--- src/rtl/dbg_byte_bridge_if.sv ---
// Byte-stream and debug-module signal bundle for dbg_byte_bridge.
// slave = bridge side, master = host/DM/environment side.
interface dbg_byte_bridge_if;
    logic [7:0]  iRx_data;
    logic        iRx_valid;
    logic        oRx_ready;
    logic [7:0]  oTx_data;
    logic        oTx_valid;
    logic        iTx_ready;
    logic [6:0]  oDm_addr;
    logic [31:0] oDm_wdata;
    logic        oDm_write;
    logic        oDm_req;
    logic [31:0] iDm_rdata;
    logic        iDm_access_valid;
    logic        oReq_halt;
    logic        oReq_resume;
    logic        oStep;
    logic        oEnter_debug;
    logic        iHalted;
    logic        iRunning;
    logic        iStalled;

    modport slave (
        input  iRx_data, iRx_valid, iTx_ready, iDm_rdata, iDm_access_valid,
        input  iHalted, iRunning, iStalled,
        output oRx_ready, oTx_data, oTx_valid, oDm_addr, oDm_wdata, oDm_write, oDm_req,
        output oReq_halt, oReq_resume, oStep, oEnter_debug
    );

    modport master (
        output iRx_data, iRx_valid, iTx_ready, iDm_rdata, iDm_access_valid,
        output iHalted, iRunning, iStalled,
        input  oRx_ready, oTx_data, oTx_valid, oDm_addr, oDm_wdata, oDm_write, oDm_req,
        input  oReq_halt, oReq_resume, oStep, oEnter_debug
    );
endinterface

--- src/rtl/dbg_byte_bridge.sv ---
// Host byte-stream to debug-module bridge: decodes framed READ/WRITE/run-control
// commands, issues one DM access or pulse, and returns a status byte (+ read data).
module dbg_byte_bridge #(
    parameter int TIMEOUT_CYCLES = 255
) (
    input  logic               iClk,
    input  logic               iRst,
    dbg_byte_bridge_if.slave   bus,
    output logic [2:0]         oDbg_state
);
    // Handshakes: a byte moves on RX when iRx_valid & oRx_ready and on TX when
    // oTx_valid & iTx_ready at a rising edge; oTx_valid/oTx_data hold until then.
    typedef enum logic [2:0] {
        S_IDLE        = 3'd0,
        S_GET_ADDR    = 3'd1,
        S_GET_DATA    = 3'd2,
        S_ISSUE       = 3'd3,
        S_WAIT        = 3'd4,
        S_RESP_STATUS = 3'd5,
        S_RESP_DATA   = 3'd6
    } state_t;

    typedef enum logic [1:0] {
        OP_READ  = 2'd0,
        OP_WRITE = 2'd1,
        OP_CTRL  = 2'd2
    } op_t;

    localparam int TW = ($clog2(TIMEOUT_CYCLES + 1) > 8) ? $clog2(TIMEOUT_CYCLES + 1) : 8;
    localparam logic [TW-1:0] TIMER_LAST = TW'(TIMEOUT_CYCLES - 1);

    localparam logic [1:0] CODE_OK      = 2'b00;
    localparam logic [1:0] CODE_BAD_OP  = 2'b01;
    localparam logic [1:0] CODE_TIMEOUT = 2'b10;
    localparam logic [1:0] CODE_BAD_ADR = 2'b11;

    state_t        r_state;
    op_t           r_op;
    logic [6:0]    r_addr;
    logic          r_bad_addr;
    logic [31:0]   r_wdata;
    logic [31:0]   r_rdata;
    logic [1:0]    r_byte_cnt;
    logic [TW-1:0] r_timer;
    logic          r_read_ok;

    logic          r_rx_ready;
    logic [7:0]    r_tx_data;
    logic          r_tx_valid;
    logic [6:0]    r_dm_addr;
    logic [31:0]   r_dm_wdata;
    logic          r_dm_write;
    logic          r_dm_req;
    logic          r_halt;
    logic          r_resume;
    logic          r_step;
    logic          r_enter;

    logic          w_rx_fire;
    logic          w_tx_fire;
    logic [2:0]    w_hart;
    logic [31:0]   w_wdata_next;

    assign w_rx_fire    = bus.iRx_valid & r_rx_ready;
    assign w_tx_fire    = r_tx_valid & bus.iTx_ready;
    assign w_hart       = {bus.iStalled, bus.iRunning, bus.iHalted};
    assign w_wdata_next = {bus.iRx_data, r_wdata[31:8]};

    function automatic logic [7:0] status_byte(input logic [1:0] code, input logic [2:0] hart);
        return {code, 3'b000, hart};
    endfunction

    always_ff @(posedge iClk or posedge iRst) begin
        if (iRst) begin
            r_state    <= S_IDLE;
            r_op       <= OP_READ;
            r_addr     <= '0;
            r_bad_addr <= 1'b0;
            r_wdata    <= '0;
            r_rdata    <= '0;
            r_byte_cnt <= '0;
            r_timer    <= '0;
            r_read_ok  <= 1'b0;
            r_rx_ready <= 1'b0;
            r_tx_data  <= '0;
            r_tx_valid <= 1'b0;
            r_dm_addr  <= '0;
            r_dm_wdata <= '0;
            r_dm_write <= 1'b0;
            r_dm_req   <= 1'b0;
            r_halt     <= 1'b0;
            r_resume   <= 1'b0;
            r_step     <= 1'b0;
            r_enter    <= 1'b0;
        end else begin
            r_dm_req <= 1'b0;
            r_halt   <= 1'b0;
            r_resume <= 1'b0;
            r_step   <= 1'b0;
            r_enter  <= 1'b0;
            case (r_state)
                S_IDLE: begin
                    // Ready is registered, so the first IDLE cycle after reset only raises it.
                    if (!r_rx_ready) begin
                        r_rx_ready <= 1'b1;
                    end else if (w_rx_fire) begin
                        case (bus.iRx_data)
                            8'h01: begin
                                r_op    <= OP_READ;
                                r_state <= S_GET_ADDR;
                            end
                            8'h02: begin
                                r_op    <= OP_WRITE;
                                r_state <= S_GET_ADDR;
                            end
                            8'h10, 8'h11, 8'h12, 8'h13: begin
                                r_op       <= OP_CTRL;
                                r_rx_ready <= 1'b0;
                                r_state    <= S_ISSUE;
                                case (bus.iRx_data[1:0])
                                    2'd0:    r_halt   <= 1'b1;
                                    2'd1:    r_resume <= 1'b1;
                                    2'd2:    r_step   <= 1'b1;
                                    default: r_enter  <= 1'b1;
                                endcase
                            end
                            default: begin
                                r_rx_ready <= 1'b0;
                                r_read_ok  <= 1'b0;
                                r_tx_data  <= status_byte(CODE_BAD_OP, w_hart);
                                r_tx_valid <= 1'b1;
                                r_state    <= S_RESP_STATUS;
                            end
                        endcase
                    end
                end
                S_GET_ADDR: begin
                    if (w_rx_fire) begin
                        r_addr     <= bus.iRx_data[6:0];
                        r_bad_addr <= bus.iRx_data[7];
                        if (r_op == OP_WRITE) begin
                            r_byte_cnt <= '0;
                            r_state    <= S_GET_DATA;
                        end else if (bus.iRx_data[7]) begin
                            r_rx_ready <= 1'b0;
                            r_read_ok  <= 1'b0;
                            r_tx_data  <= status_byte(CODE_BAD_ADR, w_hart);
                            r_tx_valid <= 1'b1;
                            r_state    <= S_RESP_STATUS;
                        end else begin
                            r_rx_ready <= 1'b0;
                            r_dm_addr  <= bus.iRx_data[6:0];
                            r_dm_write <= 1'b0;
                            r_dm_req   <= 1'b1;
                            r_state    <= S_ISSUE;
                        end
                    end
                end
                S_GET_DATA: begin
                    if (w_rx_fire) begin
                        r_wdata    <= w_wdata_next;
                        r_byte_cnt <= r_byte_cnt + 2'd1;
                        if (r_byte_cnt == 2'd3) begin
                            r_rx_ready <= 1'b0;
                            if (r_bad_addr) begin
                                r_read_ok  <= 1'b0;
                                r_tx_data  <= status_byte(CODE_BAD_ADR, w_hart);
                                r_tx_valid <= 1'b1;
                                r_state    <= S_RESP_STATUS;
                            end else begin
                                r_dm_addr  <= r_addr;
                                r_dm_wdata <= w_wdata_next;
                                r_dm_write <= 1'b1;
                                r_dm_req   <= 1'b1;
                                r_state    <= S_ISSUE;
                            end
                        end
                    end
                end
                S_ISSUE: begin
                    if (r_op == OP_CTRL) begin
                        r_read_ok  <= 1'b0;
                        r_tx_data  <= status_byte(CODE_OK, w_hart);
                        r_tx_valid <= 1'b1;
                        r_state    <= S_RESP_STATUS;
                    end else begin
                        r_timer <= '0;
                        r_state <= S_WAIT;
                    end
                end
                S_WAIT: begin
                    // Completion in the final counted cycle still beats the timeout.
                    if (bus.iDm_access_valid) begin
                        r_rdata    <= bus.iDm_rdata;
                        r_read_ok  <= (r_op == OP_READ);
                        r_tx_data  <= status_byte(CODE_OK, w_hart);
                        r_tx_valid <= 1'b1;
                        r_state    <= S_RESP_STATUS;
                    end else if (r_timer == TIMER_LAST) begin
                        r_read_ok  <= 1'b0;
                        r_tx_data  <= status_byte(CODE_TIMEOUT, w_hart);
                        r_tx_valid <= 1'b1;
                        r_state    <= S_RESP_STATUS;
                    end else begin
                        r_timer <= r_timer + 1'b1;
                    end
                end
                S_RESP_STATUS: begin
                    if (w_tx_fire) begin
                        if (r_read_ok) begin
                            r_tx_data  <= r_rdata[7:0];
                            r_rdata    <= r_rdata >> 8;
                            r_byte_cnt <= '0;
                            r_state    <= S_RESP_DATA;
                        end else begin
                            r_tx_valid <= 1'b0;
                            r_rx_ready <= 1'b1;
                            r_state    <= S_IDLE;
                        end
                    end
                end
                S_RESP_DATA: begin
                    if (w_tx_fire) begin
                        if (r_byte_cnt == 2'd3) begin
                            r_tx_valid <= 1'b0;
                            r_rx_ready <= 1'b1;
                            r_state    <= S_IDLE;
                        end else begin
                            r_tx_data  <= r_rdata[7:0];
                            r_rdata    <= r_rdata >> 8;
                            r_byte_cnt <= r_byte_cnt + 2'd1;
                        end
                    end
                end
                default: begin
                    r_rx_ready <= 1'b0;
                    r_tx_valid <= 1'b0;
                    r_state    <= S_IDLE;
                end
            endcase
        end
    end

    assign bus.oRx_ready    = r_rx_ready;
    assign bus.oTx_data     = r_tx_data;
    assign bus.oTx_valid    = r_tx_valid;
    assign bus.oDm_addr     = r_dm_addr;
    assign bus.oDm_wdata    = r_dm_wdata;
    assign bus.oDm_write    = r_dm_write;
    assign bus.oDm_req      = r_dm_req;
    assign bus.oReq_halt    = r_halt;
    assign bus.oReq_resume  = r_resume;
    assign bus.oStep        = r_step;
    assign bus.oEnter_debug = r_enter;
    assign oDbg_state       = r_state;
endmodule

--- src/flat_wrapper.sv ---
// flat-port wrapper written by rule: the top's interface ports become plain ports
module dbg_byte_bridge_flat 
#(
    parameter int TIMEOUT_CYCLES = 255
)
  (iClk, iRst, oDbg_state, bus_iRx_data, bus_iRx_valid, bus_iTx_ready, bus_iDm_rdata, bus_iDm_access_valid, bus_iHalted, bus_iRunning, bus_iStalled, bus_oRx_ready, bus_oTx_data, bus_oTx_valid, bus_oDm_addr, bus_oDm_wdata, bus_oDm_write, bus_oDm_req, bus_oReq_halt, bus_oReq_resume, bus_oStep, bus_oEnter_debug);
  dbg_byte_bridge_if bus_i ();
  input  logic iClk;
  input  logic iRst;
  output logic [2:0] oDbg_state;
  input wire logic [$bits(bus_i.iRx_data)-1:0] bus_iRx_data;
  input wire logic [$bits(bus_i.iRx_valid)-1:0] bus_iRx_valid;
  input wire logic [$bits(bus_i.iTx_ready)-1:0] bus_iTx_ready;
  input wire logic [$bits(bus_i.iDm_rdata)-1:0] bus_iDm_rdata;
  input wire logic [$bits(bus_i.iDm_access_valid)-1:0] bus_iDm_access_valid;
  input wire logic [$bits(bus_i.iHalted)-1:0] bus_iHalted;
  input wire logic [$bits(bus_i.iRunning)-1:0] bus_iRunning;
  input wire logic [$bits(bus_i.iStalled)-1:0] bus_iStalled;
  output wire logic [$bits(bus_i.oRx_ready)-1:0] bus_oRx_ready;
  output wire logic [$bits(bus_i.oTx_data)-1:0] bus_oTx_data;
  output wire logic [$bits(bus_i.oTx_valid)-1:0] bus_oTx_valid;
  output wire logic [$bits(bus_i.oDm_addr)-1:0] bus_oDm_addr;
  output wire logic [$bits(bus_i.oDm_wdata)-1:0] bus_oDm_wdata;
  output wire logic [$bits(bus_i.oDm_write)-1:0] bus_oDm_write;
  output wire logic [$bits(bus_i.oDm_req)-1:0] bus_oDm_req;
  output wire logic [$bits(bus_i.oReq_halt)-1:0] bus_oReq_halt;
  output wire logic [$bits(bus_i.oReq_resume)-1:0] bus_oReq_resume;
  output wire logic [$bits(bus_i.oStep)-1:0] bus_oStep;
  output wire logic [$bits(bus_i.oEnter_debug)-1:0] bus_oEnter_debug;
  assign bus_i.iRx_data = bus_iRx_data;
  assign bus_i.iRx_valid = bus_iRx_valid;
  assign bus_i.iTx_ready = bus_iTx_ready;
  assign bus_i.iDm_rdata = bus_iDm_rdata;
  assign bus_i.iDm_access_valid = bus_iDm_access_valid;
  assign bus_i.iHalted = bus_iHalted;
  assign bus_i.iRunning = bus_iRunning;
  assign bus_i.iStalled = bus_iStalled;
  assign bus_oRx_ready = bus_i.oRx_ready;
  assign bus_oTx_data = bus_i.oTx_data;
  assign bus_oTx_valid = bus_i.oTx_valid;
  assign bus_oDm_addr = bus_i.oDm_addr;
  assign bus_oDm_wdata = bus_i.oDm_wdata;
  assign bus_oDm_write = bus_i.oDm_write;
  assign bus_oDm_req = bus_i.oDm_req;
  assign bus_oReq_halt = bus_i.oReq_halt;
  assign bus_oReq_resume = bus_i.oReq_resume;
  assign bus_oStep = bus_i.oStep;
  assign bus_oEnter_debug = bus_i.oEnter_debug;
  dbg_byte_bridge #(.TIMEOUT_CYCLES(TIMEOUT_CYCLES)) u_core (.iClk(iClk), .iRst(iRst), .bus(bus_i), .oDbg_state(oDbg_state));
endmodule
--- config.mk ---
export PLATFORM = sky130hd
export DESIGN_NAME = dbg_byte_bridge_flat
export DESIGN_NICKNAME = d
export VERILOG_FILES = /design/src/rtl/dbg_byte_bridge_if.sv /design/src/rtl/dbg_byte_bridge.sv /design/src/flat_wrapper.sv
export SDC_FILE = /design/constraint.sdc
export NUM_CORES = 1
export LEC_CHECK = 0
export BUFFER_PORTS_ARGS = -buffer_cell sky130_fd_sc_hd__buf_4
export CAP_MARGIN = 5
export CORE_AREA = 3 3 114 116
export CTS_BUF_LIST = sky130_fd_sc_hd__clkbuf_8
export CTS_CLUSTER_SIZE = 16
export DETAILED_ROUTE_END_ITERATION = 8
export DIE_AREA = 0 0 117 119
export PLACE_DENSITY = 0.72
export SKIP_LAST_GASP = 1
export SYNTH_ARGS = -nofsm -noshare
export SYNTH_HDL_FRONTEND = slang
export SYNTH_SLANG_ARGS = --single-unit
--- constraint.sdc ---
create_clock -name iClk -period 4.9 [get_ports iClk]
set_input_delay 0.98 -clock iClk [delete_from_list [all_inputs] [get_ports iClk]]
set_output_delay 0.98 -clock iClk [all_outputs]
set_load 0.03 [all_outputs]
Word level (Yosys, flattened, before mapping) --
Index checks and enable logic that the tools add are counted.
Storage, ports and cells: register bits after elaboration 143, word-level logic and storage cells 231
Operators by class: mux-type cells 135, bitwise operators 4, add/subtract/negate cells 2, reduce and logical (&&, ||, !) cells 28, equal/unequal tests 42
Operators by type and width (count):
- 32-bit 2-to-1 mux | 5
- 8-bit 2-to-1 mux | 19
- 32-bit one-hot mux with 3 select lines | 1
- 1-bit 2-to-1 mux | 71
- 8-bit one-hot mux with 7 select lines | 1
- 3-bit 2-to-1 mux | 14
- 7-bit 2-to-1 mux | 6
- 8-bit by 5-bit == test with 1-bit output (second input constant) | 4
- 2-bit by 1-bit inequality test with 1-bit output (second input constant) | 12
- 2-bit inequality test (second input constant) | 11
- 3-bit one-hot mux with 7 select lines | 1
- 9-bit AND reduction | 2
- 8-bit one-hot mux with 2 select lines | 1
- 16-bit AND reduction | 1
- 15-bit AND reduction | 1
- 2-bit 2-to-1 mux | 7
- 7-bit one-hot mux with 2 select lines | 1
- 12-bit AND reduction | 1
- 4-bit AND reduction | 3
- 3-bit == test (second input constant) | 3
- 8-bit by 1-bit adder with 8-bit output (second input constant) | 1
- 8-bit by 1-bit == test with 1-bit output (second input constant) | 1
- 8-bit by 2-bit == test with 1-bit output (second input constant) | 1
- 8-bit == test (second input constant) | 1
- other kinds (30) | 42

Longest topological paths before layout --
depth in word-level cells 7, mapped depth 8

Least setup slack after synthesis --
Ideal clock, no wire load.
kind in2reg, start in bus_iRx_data[1], end reg u_core.r_tx_data[0] (netlist: u_core.bus.oTx_data[0]), path slack 2.412 ns, stages 7, required time 4.775 ns, arrival time 2.363 ns, cell sequence clkbuf_1 -> xor2_1 -> nor2b_1 -> a31oi_1 -> and4_1 -> buf_6 -> mux2_4
On the way: word-level cells in the longest chain between the ends 4, elaborated cells between the ends (all ways) 9, those cells by class eq/ne (7); reduce/logical (2)
Ends and longest elaborated chain:
- start: declaration | line flat_wrapper.sv:11 | input wire logic [$bits(bus_i.iRx_data)-1:0] bus_iRx_data;
- 8-bit by 1-bit == test with 1-bit output, or another cell as far along | line dbg_byte_bridge.sv:107 | case (bus.iRx_data)
- 6-bit OR reduction (no line) (*)
- 2-bit inequality test (no line) (*)
- 16-bit AND reduction (no line) (*)
- end signal: assignment | line dbg_byte_bridge.sv:130 | r_tx_data <= status_byte(CODE_BAD_OP, w_hart);
- end signal: assignment | line dbg_byte_bridge.sv:147 | r_tx_data <= status_byte(CODE_BAD_ADR, w_hart);
- end signal: assignment | line dbg_byte_bridge.sv:167 | r_tx_data <= status_byte(CODE_BAD_ADR, w_hart);
- end: declaration | line dbg_byte_bridge.sv:48 | logic [7:0] r_tx_data;
Mark *: on every way between the ends. The rest lies on a longest branch, timed or not. A chain may end at the register's enable or synchronous reset.

Worst setup path in the final report --
start reg u_core.r_state[2] (netlist: u_core.oDbg_state[2]), end reg u_core.r_tx_data[0] (netlist: u_core.bus.oTx_data[0])
On the way: word-level cells in the longest chain between the ends 3, elaborated cells between the ends (all ways) 25, those cells by class eq/ne (21); mux (1); reduce/logical (3)
Ends and longest elaborated chain:
- start: declaration | line dbg_byte_bridge.sv:37 | state_t r_state;
- start signal: assignment | line dbg_byte_bridge.sv:75 | r_state <= S_IDLE;
- start signal: assignment | line dbg_byte_bridge.sv:110 | r_state <= S_GET_ADDR;
- start signal: assignment | line dbg_byte_bridge.sv:114 | r_state <= S_GET_ADDR;
- 3-bit by 1-bit == test with 1-bit output, or another cell as far along | line dbg_byte_bridge.sv:101 | case (r_state)
- 7-bit nonzero test (no line), or another cell as far along
- 16-bit AND reduction (no line)
Several ways; a longest one is shown, not always the timed one.

==> impl_metrics.env <==
export IMPL_post_detailed_route_count_of_antenna_violating_nets=0
export IMPL_async_reset_ff_share_pct=100.0
export IMPL_synthToLayoutAreaGrowth_pct=21.58
export IMPL_netlist_instances=521
export IMPL_postSynthAreaPerCell_um2=11.61
export IMPL_hp_start="u_core.bus.oDm_wdata[24]$_DFFE_PP0P_"
export IMPL_cp_data_required_time_ns=5.22
export IMPL_place_inst=749
export IMPL_place_gp_congestion=0.9057
export IMPL_hold_path_end="u_core.bus.oDm_wdata[24]$_DFFE_PP0P_"
export IMPL_total_i_o_pin_count=106
export IMPL_finalSetupViolCount=0
export IMPL_crit_arrival_ns=3.22
export IMPL_post_layout_nonfiller_instances=781
export IMPL_critical_path_max_fanout=28
export IMPL_synth_nets=572
export IMPL_reg2reg_depth=5
export IMPL_count_of_maximum_capacitance_violations=0
export IMPL_power_density_cell_area_nw_per_um2=290.7
export IMPL_synth_edf_count=0
export IMPL_maximum_vdd_drop_uv=182.7
export IMPL_synthFlopType="dfrtp_1"
export IMPL_critical_path_class="reg -> reg"
export IMPL_ys_types=56
export IMPL_final_area_um2=7353
export IMPL_grt_first_pass_wirelength_mm=21.43
export IMPL_post_drt_wl_per_cell_um=16.30
export IMPL_cts_tree="built"
export IMPL_num_rows=40
export IMPL_run_status="finished, final reports clean"
export IMPL_synth_area_um2=6048
export IMPL_viasPerCell=5.410
export IMPL_cts_resized=0
export IMPL_reg2reg_to="u_core.bus.oTx_data[0]$_DFFE_PP0P_"
export IMPL_finalHoldViolations=0
export IMPL_globalRouteTotalUtil_pct=19.66
export IMPL_diode_count=0
export IMPL_cts_hold_buffers_added=0
export IMPL_layout_min_cycle_time_ns=2.895
export IMPL_dp_hpwl_mm=8.778
export IMPL_skew_ns=0.01164
export IMPL_drive_above_1_share_pct=35.80
export IMPL_place_port_buffers=105
export IMPL_numCtsBuffers=17
export IMPL_launching_point_of_the_worst_reg2reg_path="u_core.oDbg_state[2]$_DFFE_PP0P_"
export IMPL_number_of_register_bits_inferred_by_synthesis=135
export IMPL_fp_dieW_um=117
export IMPL_critical_path_slowest_stage_cell="dfrtp_1"
export IMPL_cp_end_kind="register"
export IMPL_vias=4225
export IMPL_multi_input_combinational_cell_area_um2=2470
export IMPL_leakage_nw=3.863
export IMPL_slew_worst_pin_ns=0.9805
export IMPL_wirelength_mm=12.73
export IMPL_clock_tree_root="clkbuf_8"
export IMPL_grt_met1_usage_pct=27.34
export IMPL_cts_repair_timing_setup_buffer_count=0
export IMPL_chipHeight_um=119
export IMPL_grt_max_degree=72
export IMPL_start_util_pct=50.35
export IMPL_core_area_um2=12010
export IMPL_final_util_pct=61.22
export IMPL_ctsHtreeMaxLevel=4
export IMPL_grt_antenna_before_repair=0
export IMPL_post_dp_cell_area_um2=6935
export IMPL_unrepaired_setup_endpoints_after_global_routing="no"
export IMPL_synthesis_yosys_warnings=0
export IMPL_clkSinkCount=135
export IMPL_remaining_drc_errors=0
export IMPL_clock_path_buffers=2
export IMPL_grt_pass1_vias=4302
export IMPL_synth_seq_area_share_pct=55.85
export IMPL_timing_hold_worst_class="reg -> reg"
export IMPL_gr_usage_met3_pct=5.335
export IMPL_layout_filler_cells=986
export IMPL_clk_latency_ns=0.45
export IMPL_sequential_cell_area_um2=3378
export IMPL_globalRoute_busiestLayer="met2"
export IMPL_critical_path_cell_chain="inv_1, o32ai_1, a211oi_1, and4_1, mux2_4"
export IMPL_start_kind="register"
export IMPL_worst_setup_hold_path_clk_slew_ns=0.08
export IMPL_timing_final_max_slew_violations=0
export IMPL_grtUsageMet2_pct=29.30
export IMPL_r2r_setup_slack_ns=2.01
export IMPL_globalRouteOverflowTotal=0
export IMPL_fin_crit_sh_pct=59.08
export IMPL_timing_max_slew_rel_slack_pct=34.41
export IMPL_hold_path_cell_count=1
export IMPL_detail_route_iter0_violations=325
export IMPL_design_die_area_um2=13920
export IMPL_timing_critical_path_slowest_cell_delay_ns=0.94
export IMPL_totalNegativeSetupSlack_ns=0
export IMPL_clock_fmax_mhz=345.5
export IMPL_fin_nets=672
export IMPL_detail_route_first_pass_iterations=4
-- layer usage --
layer  share of wire (%)  up-vias  wire [um]
met5                   0        -          0
met4                 1.7        0        217
met3                 4.5       19        577
met2                  48       92       6076
met1                  46     2080       5855
li1                    -     2034          -
-- power breakdown --
group          switching, mW  internal [mW]  total, mW
sequential                 0           1.11       1.11
combinational         0.0392         0.0311     0.0703
clock                  0.427          0.526      0.954
-- cell families after synthesis --
family,count (synthesis),synth area share [%]
compound gates,88,8.689
buf+inv,49,3.558
simple gates,135,11.30
fa+ha+maj,4,0.7862
flops,135,55.85
xor+xnor,6,0.8688
mux,104,18.95
-- synth_stat cells (2+ instances only) --
master    count  area (um^2)
dfrtp_1     135         3378
mux2_2       71        799.5
nor2_1       55        206.5
a21oi_1      46        230.2
mux2i_1      29        290.3
inv_1        20        75.07
nand2_1      20        75.07
o21ai_0      18        90.09
nand3_1      14        70.07
buf_2        13        65.06
clkbuf_1     12        45.04
nand4_1       6        37.54
nor2b_1       6        37.54
xor2_1        6        52.55
and2_1        4        25.02
nand2b_1      4        25.02
nor3_1        4        20.02
nor3_2        4        40.04
a211oi_1      3        22.52
ha_1          3        37.54
mux2_4        3        45.04
nor3b_1       3        22.52
a21boi_0      2        15.01
and3_1        2        12.51
and4_1        2        17.52
buf_1         2        7.510
buf_6         2        22.52
o31ai_1       2        15.01
o32ai_1       2        17.52
or4_1         2        15.01
-- final cells by class --
type                            instances  share of cell area, %
Sequential cell                       135                  45.94
Multi-Input combinational cell        337                  33.59
Timing Repair Buffer                  110                  11.23
Clock buffer                           19                  3.556
Tap cell                              147                  2.501
Clock inverter                         13                  2.127
Inverter                               20                  1.055
-- worst max-delay path: cells and delay by family, from the launching register on --
family                 cells  cell delay [ns]
DFF                        1             0.94
AOI/OAI and AO/OA          2             0.80
and+or+nand+nor            1             0.38
muxes                      1             0.35
buffers and inverters      1             0.31
-- stage by stage --
step	hold slack [ns]	setup slack (ns)	total power, mW
finish	0.4913	2.005	2.137
global route	0.5082	1.814	2.223
CTS	0.4997	2.044	2.165
detailed placement	0.4812	2.023	1.207
global placement	0.4762	2.048	1.206
floorplan	0.4750	0.3089	1.164
-- flip-flops by register name, summed over array words and instances (netlist names) --
register and count:
u_core.bus.oDm_write 1, u_core.bus.oDm_wdata 32, u_core.bus.oDm_addr 7, u_core.r_byte_cnt 2, u_core.bus.oTx_data 8, u_core.bus.oEnter_debug 1
u_core.bus.oRx_ready 1, u_core.bus.oDm_req 1, u_core.bus.oReq_halt 1, u_core.r_wdata 24, u_core.oDbg_state 3, u_core.bus.oTx_valid 1
u_core.r_rdata 32, u_core.r_addr 7, u_core.r_op 2, u_core.r_timer 8, u_core.r_read_ok 1, u_core.r_bad_addr 1
u_core.bus.oReq_resume 1, u_core.bus.oStep 1
-- layout by cell type (no fill, tap or decap), types with 3 or more instances in the layout --
master | synthesis | layout
nor2b_1 | 6 | 6
nor3_1 | 4 | 4
nor3b_1 | 3 | 3
ha_1 | 3 | 3
o21ai_0 | 18 | 18
nand4_1 | 6 | 6
nand3_1 | 14 | 14
mux2i_1 | 29 | 29
a21oi_1 | 46 | 46
xor2_1 | 6 | 6
dfrtp_1 | 135 | 135
clkinvlp_4 | 0 | 3
nand2b_1 | 4 | 4
clkbuf_8 | 0 | 19
clkinv_4 | 0 | 3
and2_1 | 4 | 4
mux2_2 | 71 | 71
a211oi_1 | 3 | 3
nand2_1 | 20 | 19
nor2_1 | 55 | 55
inv_1 | 20 | 21
bufinv_16 | 0 | 3
mux2_4 | 3 | 3
buf_4 | 0 | 110
-- worst max-delay path by stage --
stage                                                    end  slack, ns                        startpoint
after detailed placement  u_core.bus.oTx_data[2]$_DFFE_PP0P_       2.02                   bus_iRx_data[6]
after global routing      u_core.bus.oTx_data[0]$_DFFE_PP0P_       1.81  u_core.oDbg_state[2]$_DFFE_PP0P_
after global placement    u_core.bus.oTx_data[1]$_DFFE_PP0P_       2.05                   bus_iRx_data[6]
final                     u_core.bus.oTx_data[0]$_DFFE_PP0P_       2.01  u_core.oDbg_state[2]$_DFFE_PP0P_
after floorplan           u_core.bus.oDm_addr[0]$_DFFE_PP0P_       0.31                              iRst
after CTS                 u_core.bus.oTx_data[0]$_DFFE_PP0P_       2.04  u_core.oDbg_state[2]$_DFFE_PP0P_
Power figures use the tool's default switching activity.
